$ cat src/rtl/if_fetch_stage_pkg.sv
// Shared types and constants for the instruction-fetch stage.
// Word width, reset PC, NOP encoding, FSM state codes, IF/ID bundle.
package if_fetch_stage_pkg;

  localparam int unsigned XLEN = 32;

  localparam logic [XLEN-1:0] RESET_PC_D = 32'h0000_3000;
  localparam logic [XLEN-1:0] NOP_D      = 32'h0000_0000;

  localparam logic [2:0] ST_REQ  = 3'd0;
  localparam logic [2:0] ST_WAIT = 3'd1;
  localparam logic [2:0] ST_FULL = 3'd2;
  localparam logic [2:0] ST_DROP = 3'd3;
  localparam logic [2:0] ST_ERR  = 3'd4;

  typedef enum logic [2:0] {
    S_REQ  = ST_REQ,
    S_WAIT = ST_WAIT,
    S_FULL = ST_FULL,
    S_DROP = ST_DROP,
    S_ERR  = ST_ERR
  } fetch_st_e;

  typedef struct packed {
    logic [XLEN-1:0] inst;
    logic [XLEN-1:0] pc;
    logic [XLEN-1:0] pc4;
    logic            adel;
  } if_id_t;

endpackage

$ cat src/rtl/if_fetch_stage_if.sv
// Instruction-memory bus: req/addr out, ready/rvalid/rdata back.
// master = fetch stage, slave = instruction memory.
interface if_fetch_stage_if;

  logic        imem_req;
  logic [31:0] imem_addr;
  logic        imem_ready;
  logic        imem_rvalid;
  logic [31:0] imem_rdata;

  modport master (
    output imem_req,
    output imem_addr,
    input  imem_ready,
    input  imem_rvalid,
    input  imem_rdata
  );

  modport slave (
    input  imem_req,
    input  imem_addr,
    output imem_ready,
    output imem_rvalid,
    output imem_rdata
  );

endinterface

$ cat src/rtl/if_fetch_stage_if_id_reg.sv
// IF/ID pipeline register: i_flush > i_load > hold-on-stall > bubble.
// Ports: clk, rst_n, i_flush, i_stall, i_load, i_data -> o_valid, o_data.
module if_fetch_stage_if_id_reg
  import if_fetch_stage_pkg::*;
(
  input  logic   clk,
  input  logic   rst_n,
  input  logic   i_flush,
  input  logic   i_stall,
  input  logic   i_load,
  input  if_id_t i_data,
  output logic   o_valid,
  output if_id_t o_data
);

  logic   r_valid;
  if_id_t r_data;

  always_ff @(posedge clk or negedge rst_n) begin
    if (!rst_n) begin
      r_valid <= 1'b0;
      r_data  <= '0;
    end else if (i_flush) begin
      r_valid <= 1'b0;
    end else if (i_load) begin
      r_valid <= 1'b1;
      r_data  <= i_data;
    end else if (!i_stall) begin
      // entry consumed by ID, nothing new to hand over
      r_valid <= 1'b0;
    end
  end

  assign o_valid = r_valid;
  assign o_data  = r_data;

endmodule

$ cat src/rtl/if_fetch_stage.sv
// Fetch stage: PC, single-outstanding imem access, skid, IF/ID register.
// Ports: clk, rst_n, stall, flush, redirect_*, imem (master), pc, id_*.
module if_fetch_stage
  import if_fetch_stage_pkg::*;
#(
  parameter logic [31:0] RESET_PC = RESET_PC_D,
  parameter logic [31:0] NOP_INST = NOP_D
) (
  input  logic               clk,
  input  logic               rst_n,
  input  logic               stall,
  input  logic               flush,
  input  logic               redirect_valid,
  input  logic [31:0]        redirect_pc,
  if_fetch_stage_if.master   imem,
  output logic [31:0]        pc,
  output logic               id_valid,
  output logic [31:0]        id_inst,
  output logic [31:0]        id_pc,
  output logic [31:0]        id_pc4,
  output logic               id_adel
);

  fetch_st_e   r_state;
  logic [31:0] r_pc;
  logic [31:0] r_req_pc;
  logic [31:0] r_skid;

  fetch_st_e   w_state_nx;
  logic [31:0] w_pc_nx;
  logic        w_aligned;
  logic        w_hs;
  logic        w_acc;
  logic        w_kill;
  logic        w_load;
  logic        w_skid_we;
  logic        w_req_pc_we;
  logic        w_valid;
  if_id_t      w_ld;
  if_id_t      w_q;

  assign w_aligned = (r_pc[1:0] == 2'b00);
  assign w_kill    = flush | redirect_valid;
  assign w_acc     = ~stall | ~w_valid;

  // gated by rst_n so the bus is quiet while reset is held
  assign imem.imem_req  = rst_n & (r_state == S_REQ) & w_aligned;
  assign imem.imem_addr = r_pc;
  assign w_hs = imem.imem_req & imem.imem_ready;

  always_ff @(posedge clk or negedge rst_n) begin
    if (!rst_n) begin
      r_state  <= S_REQ;
      r_pc     <= RESET_PC;
      r_req_pc <= '0;
      r_skid   <= '0;
    end else begin
      r_state <= w_state_nx;
      r_pc    <= w_pc_nx;
      if (w_req_pc_we) r_req_pc <= r_pc;
      if (w_skid_we)   r_skid   <= imem.imem_rdata;
    end
  end

  always_comb begin
    w_state_nx  = r_state;
    w_pc_nx     = r_pc;
    w_load      = 1'b0;
    w_skid_we   = 1'b0;
    w_req_pc_we = 1'b0;
    w_ld        = '0;

    unique case (r_state)
      S_REQ: begin
        if (!w_aligned) begin
          if (!w_kill && w_acc) begin
            w_load      = 1'b1;
            w_ld.inst   = NOP_INST;
            w_ld.pc     = r_pc;
            w_ld.pc4    = r_pc + 32'd4;
            w_ld.adel   = 1'b1;
            w_state_nx  = S_ERR;
          end
        end else if (w_hs) begin
          w_req_pc_we = 1'b1;
          w_pc_nx     = r_pc + 32'd4;
          w_state_nx  = S_WAIT;
        end
      end
      S_WAIT: begin
        if (imem.imem_rvalid) begin
          if (w_kill) begin
            w_state_nx = S_REQ;
          end else if (w_acc) begin
            w_load     = 1'b1;
            w_ld.inst  = imem.imem_rdata;
            w_ld.pc    = r_req_pc;
            w_ld.pc4   = r_req_pc + 32'd4;
            w_state_nx = S_REQ;
          end else begin
            w_skid_we  = 1'b1;
            w_state_nx = S_FULL;
          end
        end
      end
      S_FULL: begin
        // skid PC is r_req_pc: no new request is accepted while FULL
        if (w_kill) begin
          w_state_nx = S_REQ;
        end else if (w_acc) begin
          w_load     = 1'b1;
          w_ld.inst  = r_skid;
          w_ld.pc    = r_req_pc;
          w_ld.pc4   = r_req_pc + 32'd4;
          w_state_nx = S_REQ;
        end
      end
      S_DROP: begin
        if (imem.imem_rvalid) w_state_nx = S_REQ;
      end
      S_ERR: begin
        w_state_nx = S_ERR;
      end
      default: begin
        w_state_nx = S_REQ;
      end
    endcase

    // redirect overrides everything; a response still owed goes to DROP
    if (redirect_valid) begin
      w_pc_nx = redirect_pc;
      if ((r_state == S_REQ) && w_hs)
        w_state_nx = S_DROP;
      else if ((r_state == S_WAIT || r_state == S_DROP) &&
               !imem.imem_rvalid)
        w_state_nx = S_DROP;
      else
        w_state_nx = S_REQ;
    end
  end

  if_fetch_stage_if_id_reg u_if_id (
    .clk     (clk),
    .rst_n   (rst_n),
    .i_flush (w_kill),
    .i_stall (stall),
    .i_load  (w_load),
    .i_data  (w_ld),
    .o_valid (w_valid),
    .o_data  (w_q)
  );

  assign pc       = r_pc;
  assign id_valid = w_valid;
  assign id_inst  = w_q.inst;
  assign id_pc    = w_q.pc;
  assign id_pc4   = w_q.pc4;
  assign id_adel  = w_q.adel;

endmodule
$ cat src/flat_wrapper.sv
// flat-port wrapper written by rule: the top's interface ports become plain ports
module if_fetch_stage_flat import if_fetch_stage_pkg::*;
#(
  parameter logic [31:0] RESET_PC = RESET_PC_D,
  parameter logic [31:0] NOP_INST = NOP_D
)
  (clk, rst_n, stall, flush, redirect_valid, redirect_pc, pc, id_valid, id_inst, id_pc, id_pc4, id_adel, imem_imem_req, imem_imem_addr, imem_imem_ready, imem_imem_rvalid, imem_imem_rdata);
  if_fetch_stage_if imem_i ();
  input  logic clk;
  input  logic rst_n;
  input  logic stall;
  input  logic flush;
  input  logic redirect_valid;
  input  logic [31:0] redirect_pc;
  output logic [31:0] pc;
  output logic id_valid;
  output logic [31:0] id_inst;
  output logic [31:0] id_pc;
  output logic [31:0] id_pc4;
  output logic id_adel;
  output wire logic [$bits(imem_i.imem_req)-1:0] imem_imem_req;
  output wire logic [$bits(imem_i.imem_addr)-1:0] imem_imem_addr;
  input wire logic [$bits(imem_i.imem_ready)-1:0] imem_imem_ready;
  input wire logic [$bits(imem_i.imem_rvalid)-1:0] imem_imem_rvalid;
  input wire logic [$bits(imem_i.imem_rdata)-1:0] imem_imem_rdata;
  assign imem_imem_req = imem_i.imem_req;
  assign imem_imem_addr = imem_i.imem_addr;
  assign imem_i.imem_ready = imem_imem_ready;
  assign imem_i.imem_rvalid = imem_imem_rvalid;
  assign imem_i.imem_rdata = imem_imem_rdata;
  if_fetch_stage #(.RESET_PC(RESET_PC), .NOP_INST(NOP_INST)) u_core (.clk(clk), .rst_n(rst_n), .stall(stall), .flush(flush), .redirect_valid(redirect_valid), .redirect_pc(redirect_pc), .imem(imem_i), .pc(pc), .id_valid(id_valid), .id_inst(id_inst), .id_pc(id_pc), .id_pc4(id_pc4), .id_adel(id_adel));
endmodule
$ cat config.mk
export PLATFORM = sky130hd
export DESIGN_NAME = if_fetch_stage_flat
export DESIGN_NICKNAME = d
export VERILOG_FILES = /design/src/rtl/if_fetch_stage_pkg.sv /design/src/rtl/if_fetch_stage_if.sv /design/src/rtl/if_fetch_stage_if_id_reg.sv /design/src/rtl/if_fetch_stage.sv /design/src/flat_wrapper.sv
export SDC_FILE = /design/constraint.sdc
export NUM_CORES = 1
export LEC_CHECK = 0
export CORE_AREA = 2 2 151 153
export CTS_BUF_LIST = sky130_fd_sc_hd__clkbuf_8
export CTS_CLUSTER_DIAMETER = 30
export DETAILED_ROUTE_END_ITERATION = 7
export DIE_AREA = 0 0 153 155
export GPL_TIMING_DRIVEN = 0
export HOLD_SLACK_MARGIN = 0.12
export PLACE_DENSITY = 0.73
export SLEW_MARGIN = 20
export SYNTH_ARGS = -nofsm -noshare
export SYNTH_HDL_FRONTEND = slang
export SYNTH_SLANG_ARGS = --single-unit
export TNS_END_PERCENT = 20
$ cat constraint.sdc
create_clock -name clk -period 3.84 [get_ports clk]
set_input_delay 0.96 -clock clk [delete_from_list [all_inputs] [get_ports clk]]
set_output_delay 0.96 -clock clk [all_outputs]
set_load 0.1 [all_outputs]
# Word level (Yosys, flattened, before mapping)
# Cells that the tools add are included.
classes:
  n_addsub: 2
  eq_ne: 10
  muxes: 40
  bitwise_logic: 8
  reduce_logical: 14
ops:
  columns: ["cell", "count"]
  rows:
  - ["$mux 96", 3]
  - ["$pmux 96 s3", 1]
  - ["$mux 32", 4]
  - ["$mux 97", 1]
  - ["$mux 65", 1]
  - ["$add 32x3->32 const B", 2]
  - ["$mux 3", 9]
  - ["$mux 1", 16]
  - ["$pmux 3 s5", 1]
  - ["$ne 4x2->1 const B", 2]
  - ["$eq 3x2->1 const B", 2]
  - ["$mux 2", 3]
  - ["$ne 3x3->1 const B", 2]
  - ["$reduce_bool 2->1", 3]
  - ["$reduce_and 5->1", 1]
  - ["$ne 4x4->1 const B", 1]
  - ["$and 1x1->1", 3]
  - ["$eq 3x1->1 const B", 1]
  - ["$eq 3x3->1 const B", 1]
  - ["$logic_and 1x1->1", 3]
  - ["$logic_not 3->1", 1]
  - ["$ne 3x1->1 const B", 1]
  - ["$not 1->1", 3]
  - ["$pmux 1 s3", 1]
  - ["6 further kinds", 8]
word_totals:
  reg_bits: 197
  input_bits: 71
  output_inout_bits: 163
  word_cells: 83

# Longest topological paths before layout
logic_depth:
  ltp_word: 8
  mapped_depth: 8
  ltp_nobuf: 6

# Modules after synthesis
# A second synthesis with hierarchy kept.
unflattened:
  cells_unflattened: 944
  hier_area_um2: 10292.4
by_module_without_submodules:
  columns: ["module", "instances", "cells_each", "area_each_um2", "seq_area_each_um2"]
  rows:
  - ["if_fetch_stage", 1, 735, 6526.3, 2479.9]
  - ["if_fetch_stage_if_id_reg", 1, 209, 3766.1, 2452.4]

# Worst setup path after synthesis
# No wires, ideal clock.
synth_path:
  path_kind: "register to output"
  from: "reg u_core.r_pc[1], in the netlist u_core.imem.imem_addr[1]"
  to: "out imem_imem_req"
  t_arrival_ns: 1.980
  required_ns: 2.880
  path_slack_ns: 0.900
  stages_incl_launch_ff: 3
  path_cell_list: "dfrtp_1 > nor4_2 > and3b_1"
synth_via:
  elab_chain_cells: 2
synth_lines:
  columns: ["element", "line_no", "text"]
  rows:
  - ["start: declaration", "if_fetch_stage.sv:25", "logic [31:0] r_pc;"]
  - ["start signal: assignment", "if_fetch_stage.sv:59", "r_pc <= w_pc_nx;"]
  - ["$logic_not 2->1", "if_fetch_stage.sv:42", "assign w_aligned = (r_pc[1:0] == 2'b00);"]
  - ["$and 1x1->1", "if_fetch_stage.sv:47", "assign imem.imem_req = rst_n & (r_state == S_REQ) & w_aligned;"]
  - ["end: declaration", "flat_wrapper.sv:21", "output wire logic [$bits(imem_i.imem_req)-1:0] imem_imem_req;"]
# No other way between the ends.

# Final worst setup path
layout_path:
  from: "in imem_imem_ready"
  to: "reg u_core.r_state[0]"
layout_via:
  elab_chain_cells: 4
  elab_cells_between_ends: 6
  cone_classes: "1 x eq/ne; 2 x mux; 1 x bitwise; 2 x reduce/logical"
layout_lines:
  columns: ["element", "line_no", "text"]
  rows:
  - ["start: declaration", "flat_wrapper.sv:23", "input wire logic [$bits(imem_i.imem_ready)-1:0] imem_imem_ready;"]
  - ["$and 1x1->1 (*)", "if_fetch_stage.sv:49", "assign w_hs = imem.imem_req & imem.imem_ready;"]
  - ["parallel branches: the longest is 3 deep, another holds $reduce_and 5->1", null, null]
  - ["end signal: assignment", "if_fetch_stage.sv:58", "r_state <= w_state_nx;"]
  - ["end: declaration", "if_fetch_stage.sv:24", "fetch_st_e r_state;"]
# Mark *: on every way between the ends.
# A chain may end at the register's enable or synchronous reset.

==> metrics.txt <==
# TYPE chip_impl_metric gauge
chip_impl_info{name="rsz0062_at_grt",value="no"} 1
chip_impl_metric{name="clock_tree.buffer_depth",unit=""} 2
chip_impl_metric{name="first_iter_violations",unit=""} 675
chip_impl_metric{name="clk_pin_slew",unit="ns"} 0.10
chip_impl_metric{name="max-cap-violations",unit=""} 0
chip_impl_metric{name="gr-usage-all-layers",unit="%"} 25.4
chip_impl_metric{name="synth.yosys.seq_area_share",unit="%"} 49.9
chip_impl_metric{name="cts_inserted_buffers",unit=""} 17
chip_impl_metric{name="pwr_density_cell",unit="nW/um2"} 823
chip_impl_metric{name="cts_hold_buffers",unit=""} 0
chip_impl_metric{name="routed_wirelength_normalized_by_instance_count",unit="um"} 18.6
chip_impl_info{name="cts_tree",value="done"} 1
chip_impl_info{name="cp-end-kind",value="flop"} 1
chip_impl_metric{name="total_power",unit="mW"} 10.7
chip_impl_metric{name="ant_nets",unit=""} 0
chip_impl_metric{name="dp_worst_setup_slack",unit="ns"} -0.258
chip_impl_metric{name="finalCritPeriodShare",unit="%"} 87.4
chip_impl_metric{name="dpl.cell_count",unit=""} 1585
chip_impl_metric{name="die_w",unit="um"} 153
chip_impl_metric{name="netlist.area_leader.share",unit="%"} 49.3
chip_impl_metric{name="routabilityCongestion",unit=""} 0.928
chip_impl_metric{name="finalHoldViolations",unit=""} 0
chip_impl_metric{name="share_of_layout_cells_above_drive_strength_1",unit="%"} 9.98
chip_impl_metric{name="num_vias",unit=""} 8877
chip_impl_metric{name="finalSetupViolations",unit=""} 0
chip_impl_metric{name="area.growth.synth_to_final",unit="%"} 32.9
chip_impl_metric{name="cts_num_sinks",unit=""} 195
chip_impl_metric{name="first_global_vias",unit=""} 8780
chip_impl_metric{name="drc",unit=""} 0
chip_impl_metric{name="overflow",unit=""} 0
chip_impl_metric{name="relSlewSlack",unit="%"} 30.0
chip_impl_info{name="yosys.area.top_type",value="sky130_fd_sc_hd__dfrtp_1"} 1
chip_impl_metric{name="report.final.slew_viol_count",unit=""} 0
chip_impl_info{name="timing_worst_setup_path_type",value="in2reg"} 1
chip_impl_metric{name="synthesis.instances",unit=""} 1065
chip_impl_metric{name="port_buffers",unit=""} 233
chip_impl_metric{name="layout_min_cycle_time",unit="ns"} 3.36
chip_impl_metric{name="postRouteWirelength",unit="um"} 30000
chip_impl_info{name="clk_root_buffer_cell",value="sky130_fd_sc_hd__clkbuf_8"} 1
chip_impl_metric{name="floorplan.initialDensity",unit="%"} 44.0
chip_impl_metric{name="synth_edf_count",unit=""} 0
chip_impl_metric{name="coreArea",unit="um2"} 22200
chip_impl_metric{name="leakage",unit="nW"} 5.42
chip_impl_metric{name="dpl.hpwl",unit="um"} 21900
chip_impl_metric{name="synthesis.nets",unit=""} 1138
chip_impl_metric{name="nNetsFinal",unit=""} 1392
chip_impl_metric{name="synthesis.area_per_instance",unit="um2"} 9.19
chip_impl_metric{name="critPathArrivalTime",unit="ns"} 3.67
chip_impl_metric{name="num-fill-cells",unit=""} 2006
chip_impl_info{name="crit_start",value="imem_imem_ready"} 1
chip_impl_metric{name="synth_cell_types",unit=""} 50
chip_impl_metric{name="row_count",unit=""} 55
chip_impl_info{name="outcome",value="finished clean"} 1
chip_impl_metric{name="regArea",unit="um2"} 4880
chip_impl_metric{name="htree_levels",unit=""} 4
chip_impl_info{name="dominantRegCellSynth",value="sky130_fd_sc_hd__dfrtp_1"} 1
chip_impl_info{name="most_frequently_used_cell_type_in_the_post_synthesis_netlist",value="sky130_fd_sc_hd__nand2_1"} 1
chip_impl_info{name="hold_class",value="in2async"} 1
chip_impl_metric{name="netlist_area",unit="um2"} 9790
chip_impl_metric{name="max_slew.worst_pin.slew",unit="ns"} 1.04
chip_impl_metric{name="multi_input_comb_area",unit="um2"} 4270
chip_impl_info{name="synthTopCellsByCount",value="sky130_fd_sc_hd__nand2_1 (195), sky130_fd_sc_hd__dfrtp_1 (193), sky130_fd_sc_hd__nor2_1 (127)"} 1
chip_impl_metric{name="postLayoutSetupSlackWorst",unit="ns"} 0.484
chip_impl_metric{name="firstDrtPassIters",unit=""} 5
chip_impl_metric{name="async_flop_share",unit="%"} 100
chip_impl_metric{name="clkLatencyLatePin",unit="ns"} 0.48
chip_impl_metric{name="clock_skew",unit="ns"} 0.0156
chip_impl_info{name="r2r-start",value="u_core.imem.imem_addr[0]$_DFFE_PN0P_"} 1
chip_impl_metric{name="finalNonFillerCells",unit=""} 1617
chip_impl_metric{name="yosys_warnings",unit=""} 0
chip_impl_metric{name="achievable-frequency",unit="MHz"} 298
chip_impl_metric{name="maximum_number_of_pins_on_one_net_before_global_route_repair",unit=""} 79
chip_impl_metric{name="num_antenna_cells",unit=""} 0
chip_impl_metric{name="yosys_register_bits",unit=""} 195
chip_impl_metric{name="avgViaCountPerCell",unit=""} 5.49
chip_impl_metric{name="grt_antenna_before_repair",unit=""} 1
chip_impl_info{name="setup.worst_path.start_class",value="input port"} 1
chip_impl_info{name="ys_top_cells_by_area",value="sky130_fd_sc_hd__dfrtp_1 (49%), sky130_fd_sc_hd__nand2_1 (7.5%), sky130_fd_sc_hd__xnor2_1 (5.2%), sky130_fd_sc_hd__nor2_1 (4.9%), sky130_fd_sc_hd__mux2_2 (4.0%)"} 1
chip_impl_metric{name="critPathRequiredTime",unit="ns"} 4.15
chip_impl_metric{name="vdd.ir_drop.worst",unit="uV"} 704
chip_impl_metric{name="crit_path_max_fanout",unit=""} 10
chip_impl_metric{name="design.portCount",unit=""} 234
chip_impl_metric{name="postCtsSetupRepairBufs",unit=""} 0
chip_impl_metric{name="grt_first_pass_wirelength",unit="um"} 47800
chip_impl_metric{name="fp.dieArea",unit="um2"} 23700
chip_impl_metric{name="dieHeight",unit="um"} 155
==> per-layer routing <==
layer	track usage [%]	routed length (um)
met3	4.29	2290
met5	0	13
met4	7.63	558
met1	35.8	13100
met2	40.6	14000
==> cell type report <==
type / instances / share of cell area [%]
Buffer: 121 / 4.66
Clock buffer: 19 / 2.01
Clock inverter: 13 / 1.68
Inverter: 8 / 0.231
Multi-Input combinational cell: 741 / 32.8
Sequential cell: 195 / 37.5
Tap cell: 285 / 2.74
Timing Repair Buffer: 235 / 18.3
==> critical path, stage by stage <==
cell,delay (ns)
sky130_fd_sc_hd__clkdlybuf4s50_1,0.41
sky130_fd_sc_hd__and3b_1,0.25
sky130_fd_sc_hd__nand2_1,0.28
sky130_fd_sc_hd__clkbuf_1,0.49
sky130_fd_sc_hd__clkbuf_1,0.50
sky130_fd_sc_hd__clkbuf_1,0.59
sky130_fd_sc_hd__o21ai_0,0.19
==> cell families after synthesis <==
logic type	count (synthesis)	synth area share, %
AND/OR/NAND/NOR	439	19.9
flip-flops	195	49.9
AO/OA/AOI/OAI	185	12.3
buffers and inverters	129	6.50
XOR/XNOR	79	7.07
multiplexers	36	4.13
adder cells (fa/ha/maj)	2	0.256
==> power by group <==
part	internal, mW	switching [mW]	total (mW)
clock network	0.822	0.769	1.59
logic	1.37	4.60	5.97
registers	2.63	0.521	3.15
==> registers in the layout, indices dropped and copies added, names as in the netlist <==
signal and cells:
u_core.u_if_id.o_data 95, u_core.imem.imem_addr 32, u_core.r_req_pc 32, u_core.r_skid 32, u_core.r_state 3, u_core.u_if_id.o_valid 1
==> final timing paths <==
| check | to | slack [ns] | cells after the start |
|---|---|---|---|
| max in group asynchronous | u_core.imem.imem_addr[13]$_DFFE_PN1P_ | 2.73 | 2 |
| min in group clk | u_core.u_if_id.o_data[4]$_DFFE_PN0P_ | 0.48 | 2 |
| min | u_core.u_if_id.o_data[72]$_DFFE_PN0P_ | 0.38 | 1 |
| min reg2reg | u_core.u_if_id.o_data[4]$_DFFE_PN0P_ | 0.48 | 2 |
| max | u_core.r_state[0]$_DFFE_PN0P_ | 0.48 | 7 |
| max reg2reg | u_core.r_state[0]$_DFFE_PN0P_ | 0.87 | 6 |
==> per-stage QoR <==
step,TNS [ns],cell area (um2),utilization [%],hold WS [ns]
after floorplan,0,9790,-,0.455
after CTS,0,13000,58.6,0.387
after detailed placement,-0.258,12500,56.4,0.466
after global placement,-1677.68,12500,56.1,0.453
final,0,13000,58.6,0.382
after global routing,0,13000,58.6,0.405
==> what timing repair did <==
action | 4_1_cts | 5_1_grt
pin swaps | 0 | 0
gates resized for setup | 1 | 2
setup endpoints to repair | 1 | 1
cloned | 0 | 0
==> placed cells by master, fill, tap and decap left out, drive strengths merged, types with 4 or more instances in the layout <==
master	count
nand4	17
o221ai	14
inv	12
nor3	26
a21oi	34
and4	6
clkdlybuf4s50	231
buf	58
and3	7
nor4	22
o21ai	77
clkbuf	86
or3	4
a221o	4
nor2	127
xor2	21
a221oi	38
mux2	35
xnor2	58
a22oi	5
or4	4
nand3	18
bufinv	5
and2	5
nand2	195
dfrtp	193
(Power assumes the default switching activity.)
